`src/rtl/key_conditioner.sv`:
```
// Pushbutton conditioner: 2-flop synchroniser, per-key debounce FSM, press/release pulses, pause toggle.
// Latency: pin to key_level is 2 + DEBOUNCE_CYCLES clk cycles; pulses coincide with the level change; paused follows one cycle later.
// Backpressure: none; free-running input stage, outputs are registered levels and single-cycle pulses.
module key_conditioner #(
  parameter int N_KEYS          = 3,
  parameter int DEBOUNCE_CYCLES = 500000,
  parameter int CNT_W           = 20,
  parameter int PAUSE_IDX       = 1
) (
  input  logic              clk,
  input  logic              reset,
  input  logic [N_KEYS-1:0] key_n,
  output logic [N_KEYS-1:0] key_level,
  output logic [N_KEYS-1:0] key_press,
  output logic [N_KEYS-1:0] key_release,
  output logic              paused
);

  typedef enum logic [1:0] {
    REL     = 2'd0,
    PRESS_W = 2'd1,
    PRS     = 2'd2,
    REL_W   = 2'd3
  } key_state_e;

  // Count value on the cycle that completes the required stable run.
  localparam logic [CNT_W-1:0] LAST_CNT = CNT_W'(DEBOUNCE_CYCLES - 1);
  // With a one-cycle debounce the first sample of a new value is already enough.
  localparam bit INSTANT = (DEBOUNCE_CYCLES == 1);

  logic [N_KEYS-1:0] sync1_q;
  logic [N_KEYS-1:0] sync2_q;
  logic [N_KEYS-1:0] s;

  key_state_e        state_q [N_KEYS];
  key_state_e        state_d [N_KEYS];
  logic [CNT_W-1:0]  cnt_q   [N_KEYS];
  logic [CNT_W-1:0]  cnt_d   [N_KEYS];

  logic [N_KEYS-1:0] level_q;
  logic [N_KEYS-1:0] level_d;
  logic [N_KEYS-1:0] press_q;
  logic [N_KEYS-1:0] release_q;
  logic              paused_q;

  // Synchronised pressed flag; inversion sits after the second flop so the
  // metastability path is pure flop-to-flop.
  assign s = ~sync2_q;

  // Two-stage synchroniser on the raw active-low pins; reset to "released".
  always_ff @(posedge clk) begin
    if (reset) begin
      sync1_q <= '1;
      sync2_q <= '1;
    end else begin
      sync1_q <= key_n;
      sync2_q <= sync1_q;
    end
  end

  // Per-key debounce next state: any disagreeing sample inside a wait state
  // drops back to the settled state and clears the run counter.
  always_comb begin
    for (int i = 0; i < N_KEYS; i++) begin
      state_d[i] = state_q[i];
      cnt_d[i]   = cnt_q[i];
      case (state_q[i])
        REL: begin
          if (s[i]) begin
            if (INSTANT) begin
              state_d[i] = PRS;
              cnt_d[i]   = '0;
            end else begin
              state_d[i] = PRESS_W;
              cnt_d[i]   = CNT_W'(1);
            end
          end
        end
        PRESS_W: begin
          if (!s[i]) begin
            state_d[i] = REL;
            cnt_d[i]   = '0;
          end else if (cnt_q[i] == LAST_CNT) begin
            state_d[i] = PRS;
            cnt_d[i]   = '0;
          end else begin
            cnt_d[i]   = cnt_q[i] + CNT_W'(1);
          end
        end
        PRS: begin
          if (!s[i]) begin
            if (INSTANT) begin
              state_d[i] = REL;
              cnt_d[i]   = '0;
            end else begin
              state_d[i] = REL_W;
              cnt_d[i]   = CNT_W'(1);
            end
          end
        end
        REL_W: begin
          if (s[i]) begin
            state_d[i] = PRS;
            cnt_d[i]   = '0;
          end else if (cnt_q[i] == LAST_CNT) begin
            state_d[i] = REL;
            cnt_d[i]   = '0;
          end else begin
            cnt_d[i]   = cnt_q[i] + CNT_W'(1);
          end
        end
        default: begin
          state_d[i] = REL;
          cnt_d[i]   = '0;
        end
      endcase
      level_d[i] = (state_d[i] == PRS) || (state_d[i] == REL_W);
    end
  end

  // Debounce state, registered level, edge pulses and the pause toggle.
  // Reset wins over everything, including a pulse that would land this cycle.
  always_ff @(posedge clk) begin
    if (reset) begin
      for (int i = 0; i < N_KEYS; i++) begin
        state_q[i] <= REL;
        cnt_q[i]   <= '0;
      end
      level_q   <= '0;
      press_q   <= '0;
      release_q <= '0;
      paused_q  <= 1'b0;
    end else begin
      for (int i = 0; i < N_KEYS; i++) begin
        state_q[i] <= state_d[i];
        cnt_q[i]   <= cnt_d[i];
      end
      level_q   <= level_d;
      press_q   <= level_d & ~level_q;
      release_q <= ~level_d & level_q;
      paused_q  <= paused_q ^ press_q[PAUSE_IDX];
    end
  end

  assign key_level   = level_q;
  assign key_press   = press_q;
  assign key_release = release_q;
  assign paused      = paused_q;

endmodule

```
`config.mk`:
```
export PLATFORM = sky130hd
export DESIGN_NAME = key_conditioner
export DESIGN_NICKNAME = d
export VERILOG_FILES = /design/src/rtl/key_conditioner.sv
export SDC_FILE = /design/constraint.sdc
export NUM_CORES = 1
export LEC_CHECK = 0
export ABC_AREA = 0
export ABC_CLOCK_PERIOD_IN_PS = 2500
export CAP_MARGIN = 5
export CORE_MARGIN = 5
export CORE_UTILIZATION = 40
export CTS_BUF_LIST = sky130_fd_sc_hd__clkbuf_8 sky130_fd_sc_hd__clkbuf_16
export CTS_CLUSTER_SIZE = 25
export DETAILED_ROUTE_END_ITERATION = 7
export PLACE_DENSITY_LB_ADDON = 0.25
export SLEW_MARGIN = 15
export SYNTH_ARGS = -nofsm -noshare
export SYNTH_HDL_FRONTEND = slang
export SYNTH_SLANG_ARGS = --single-unit
```
`constraint.sdc`:
```
create_clock -name clk -period 2.5 [get_ports clk]
set_input_delay 0.375 -clock clk [delete_from_list [all_inputs] [get_ports clk]]
set_output_delay 0.375 -clock clk [all_outputs]
set_load 0.1 [all_outputs]
```
Word-level counts from Yosys, hierarchy flattened. Memories as Yosys holds them, arrays and structs flattened. Cells that the tools add are included.

$add $sub $neg: 3. Equality and inequality tests: 18. Mux-type cells: 48. Bitwise operators: 12. Reductions and logical operators: 6.

Operators by type and width (count): $mux 20 (18); $pmux 20 s4 (3); $add 20x1->20 const B (3); $eq 20x19->1 const B (3); $mux 2 (21); $eq 2x2->1 const B (12); $pmux 2 s4 (3); $not 3->3 (3); $and 3x3->3 (2); $eq 2x1->1 const B (3); $logic_not 2->1 (3); $or 1x1->1 (6); $logic_or 1x1->1 (3); $mux 1 (3); $xor 1x1->1 (1).

Bits in registers: 16. RAM bits: 66. Output and inout bits: 10. Logic and storage cells: 95. Memories: 2.

Memories: cnt_q (words 3, width 20, rd ports 3, clocked after Yosys merged registers in 0, write ports 3, RTL line 37) `logic [CNT_W-1:0] cnt_q [N_KEYS];`; state_q (words 3, width 2, rd ports 3, clocked after Yosys merged registers in 0, write ports 3, RTL line 35) `key_state_e state_q [N_KEYS];`.

Longest topological paths before layout. Gate-level depths: netlist of the first run.

Depth in word-level cells: 8. Depth in mapped cells: 8.

Worst setup path before layout of the first run. No wires, ideal clock.

Kind: register to register. From: mem cnt_q[1][0] (netlist: cnt_q[0][20]). To: reg release_q[1] (netlist: key_release[1]). Library setup time: 0.063 ns. Arrival time: 1.993 ns. Data required time: 2.437 ns. Slack: 0.444 ns. Stages on the path, launching flop included: 7. Path buffers: 0. Cells stage by stage: dfxtp_1 -> ha_1 -> or4bb_1 -> nor4_4 -> and3_2 -> mux2i_1 -> and3b_1.

RTL lines: from (decl) (RTL line 37); to (signal assigned) (RTL line 140) `release_q <= ~level_d & level_q;`; to (decl) (RTL line 43) `logic [N_KEYS-1:0] release_q;`.

==> metrics.txt, run 1 <==
Post-synth EDFFs 0; non-filler instance count after layout 635; crit-path cells ha_1, or4bb_1, nor4_4, and3_2, mux2i_1, and3b_1; RSZ-0062 raised after global routing no; Syn. warnings 0; CTS root buffer clkbuf_8; # DRC 0; Final Critical Period 2.27 ns; ANT nets after route 0; largest net degree at the start of global routing 45; layout cells sized above 1 10.4%; Port Buffer Count 14; Critical Path Max Stage Delay 0.55 ns; Pleak 1.39 nW; final hold viol count 0; synthesized area 3980 sq um; Die Ht 110 um; #FFs+latches synth 81; post-layout util 45.8%; clock slew at reported path FFs 0.09 ns; Critical Path AT 2.57 ns; crit start category flop; Area Growth Syn to Fin 12.1%; DR pass1 iterations 4; antenna cells 0; Detailed Place HPWL 6.00 mm; Max Transition Viols Final 0; Top Ports 15; Synth Flop Type dfxtp_1; max_slew headroom 49.5%; Worst Path Required 2.81 ns; Cell Area, Placed 4230 sq um; gpl congestion 0.854; Vias 3496; starting density of the core 40.9%; TritonCTS clock tree yes; core area 9730 sq um; vias per cell 5.51; worst-case clock buffer depth 2; Min-Delay Path Class reg2reg; Die Wd 110 um; row cnt 36; vias in the first global route 3190; number of max-cap violations 0; crit end category flop; grt ovf 0; cts-stage hold buffer count 0; final instance area 4460 sq um; CP max stage cell or4bb_1; Worst VDD drop 0.000528 V; final-report setup violation count 0; pwr/cell area 633 nW/um^2; clk sinks 81; fin crit share 90.8%; placed insts 619; status finished clean; Slew @ Worst Pin 0.756 ns; htree depth 3; Max FO, Critical Path 4; Setup TNS 0 ns; drt initial violations 182; sequential share of the synthesized area 40.8%; Die ar. 12000 sq um; fin nets 509; Yosys cell types 57; Fmax achieved 0.441 GHz; final WL 8.67 mm; Total GRT Usage 15.8%; Avg Cell Area, Syn 8.26 sq um; synthesized instance count 481; clock latency on the worst-skew pair 0.36 ns; critical path type reg2reg; final worst clock skew 0.0115 ns; cell family with most CP delay simple AND/OR/NAND/NOR gates; first-pass GRT wire length 15.2 mm; initial antenna violation count 0; CP Buf/Inv Count 0; Routed WL per cell 13.7 um; Post-Synthesis Net Count 493; CTS Buf Count 9; async set-or-reset flop fraction in the synthesized netlist 0%
-- worst register-to-register path: cells and delay by family (launching register included) --
family	cells	cell delay [ns]
muxes	1	0.31
and+or+nand+nor	4	1.27
DFF	1	0.40
adders and majority gates	1	0.25
-- routing by layer --
layer	GRT usage [%]	wire [um]
met4	4.10	82
met5	0	0
met2	24.2	3990
met1	21.2	4380
met3	5.70	222
-- where the power goes --
part / total, mW / leakage (nW) / internal [mW] / switching (mW)
logic: 0.388 / 0.622 / 0.123 / 0.265
clock network: 1.08 / 0.112 / 0.573 / 0.510
registers: 1.35 / 0.655 / 1.32 / 0.0280
-- path summary, 6_finish.rpt --
path                            slack, ns  depth (start not counted)              to         start
worst min register to register       0.41                          1      sync2_q[0]    sync1_q[0]
worst max register to register       0.23                          6  key_release[1]  cnt_q[0][20]
worst max-delay path                 0.23                          6  key_release[1]  cnt_q[0][20]
worst min-delay path                 0.41                          1      sync2_q[0]    sync1_q[0]
-- cells in the final DEF (no fill, tap or decap), types with 4 or more instances in the layout --
cell type  instances
dfxtp_1           81
nor2_1            45
nand2_1           44
nand3_1           35
a21oi_1           26
a31oi_1           24
o21ai_0           23
nand4_1           19
inv_1             18
buf_4             16
or3_1             13
nor3_1            13
xnor2_1           11
or4_1             11
xor2_1            10
or2_2              9
nor4_1             9
clkbuf_8           9
ha_1               7
nand2b_1           5
and3_1             4
nand3b_1           4
o211ai_1           4
nor2b_1            4
and4_1             4
-- per-stage QoR --
step / setup slack, ns / hold slack, ns / power, mW
finish: 0.231 / 0.414 / 2.82
floorplan: 0.444 / 0.389 / 1.65
detailed placement: 0.246 / 0.394 / 1.77
global route: 0.0000822 / 0.436 / 2.96
CTS: 0.235 / 0.417 / 2.87
global placement: 0.283 / 0.391 / 1.76
-- kinds of logic after synthesis --
family	synth area share (%)
muxes	0.504
AOI/OAI and AO/OA	15.6
DFF	40.8
buffers and inverters	3.93
adders and majority gates	2.20
xor gates and xnor gates	5.04
and+or+nand+nor	31.9
-- final cells by class --
type	instances	area, sq um
multi-input cells	366	2200
clock buffers	9	124
well taps	133	166
inverters	18	67.6
repair buffers	21	175
flip-flops and latches	81	1620
clock inverters	7	101
fillers	979	5270
-- synthesized netlist by cell type (all sizes together), types with 11 or more instances --
cell / number / area share, %
a21oi: 27 / 3.4
a31oi: 25 / 4.1
dfxtp: 81 / 41
inv: 18 / 1.7
nand2: 44 / 4.2
nand3: 35 / 4.4
nand4: 19 / 3.0
nor2: 45 / 4.2
nor3: 13 / 1.6
o21ai: 23 / 2.9
or3: 13 / 2.0
or4: 11 / 2.1
xnor2: 12 / 2.8
-- registers in the layout (all words and copies together), names as in the netlist --
name and flops:
cnt_q 60, key_level 3, key_press 3, key_release 3, paused 1, state_q 5, sync1_q 3, sync2_q 3
-- timing repair --
action,4_1_cts,5_1_grt
gates resized for setup,0,1
setup endpoints to repair,0,4
buffers inserted,0,0
Note: power is estimated with default switching activity, not from simulation.
==> run 2, diff against run 1 <==
Settings changed: CTS_CLUSTER_DIAMETER from default to 30, TNS_END_PERCENT from default to 50.
==> results of run 2 <==
No change in the layout: final DEF, timing and power equal those of run 1.
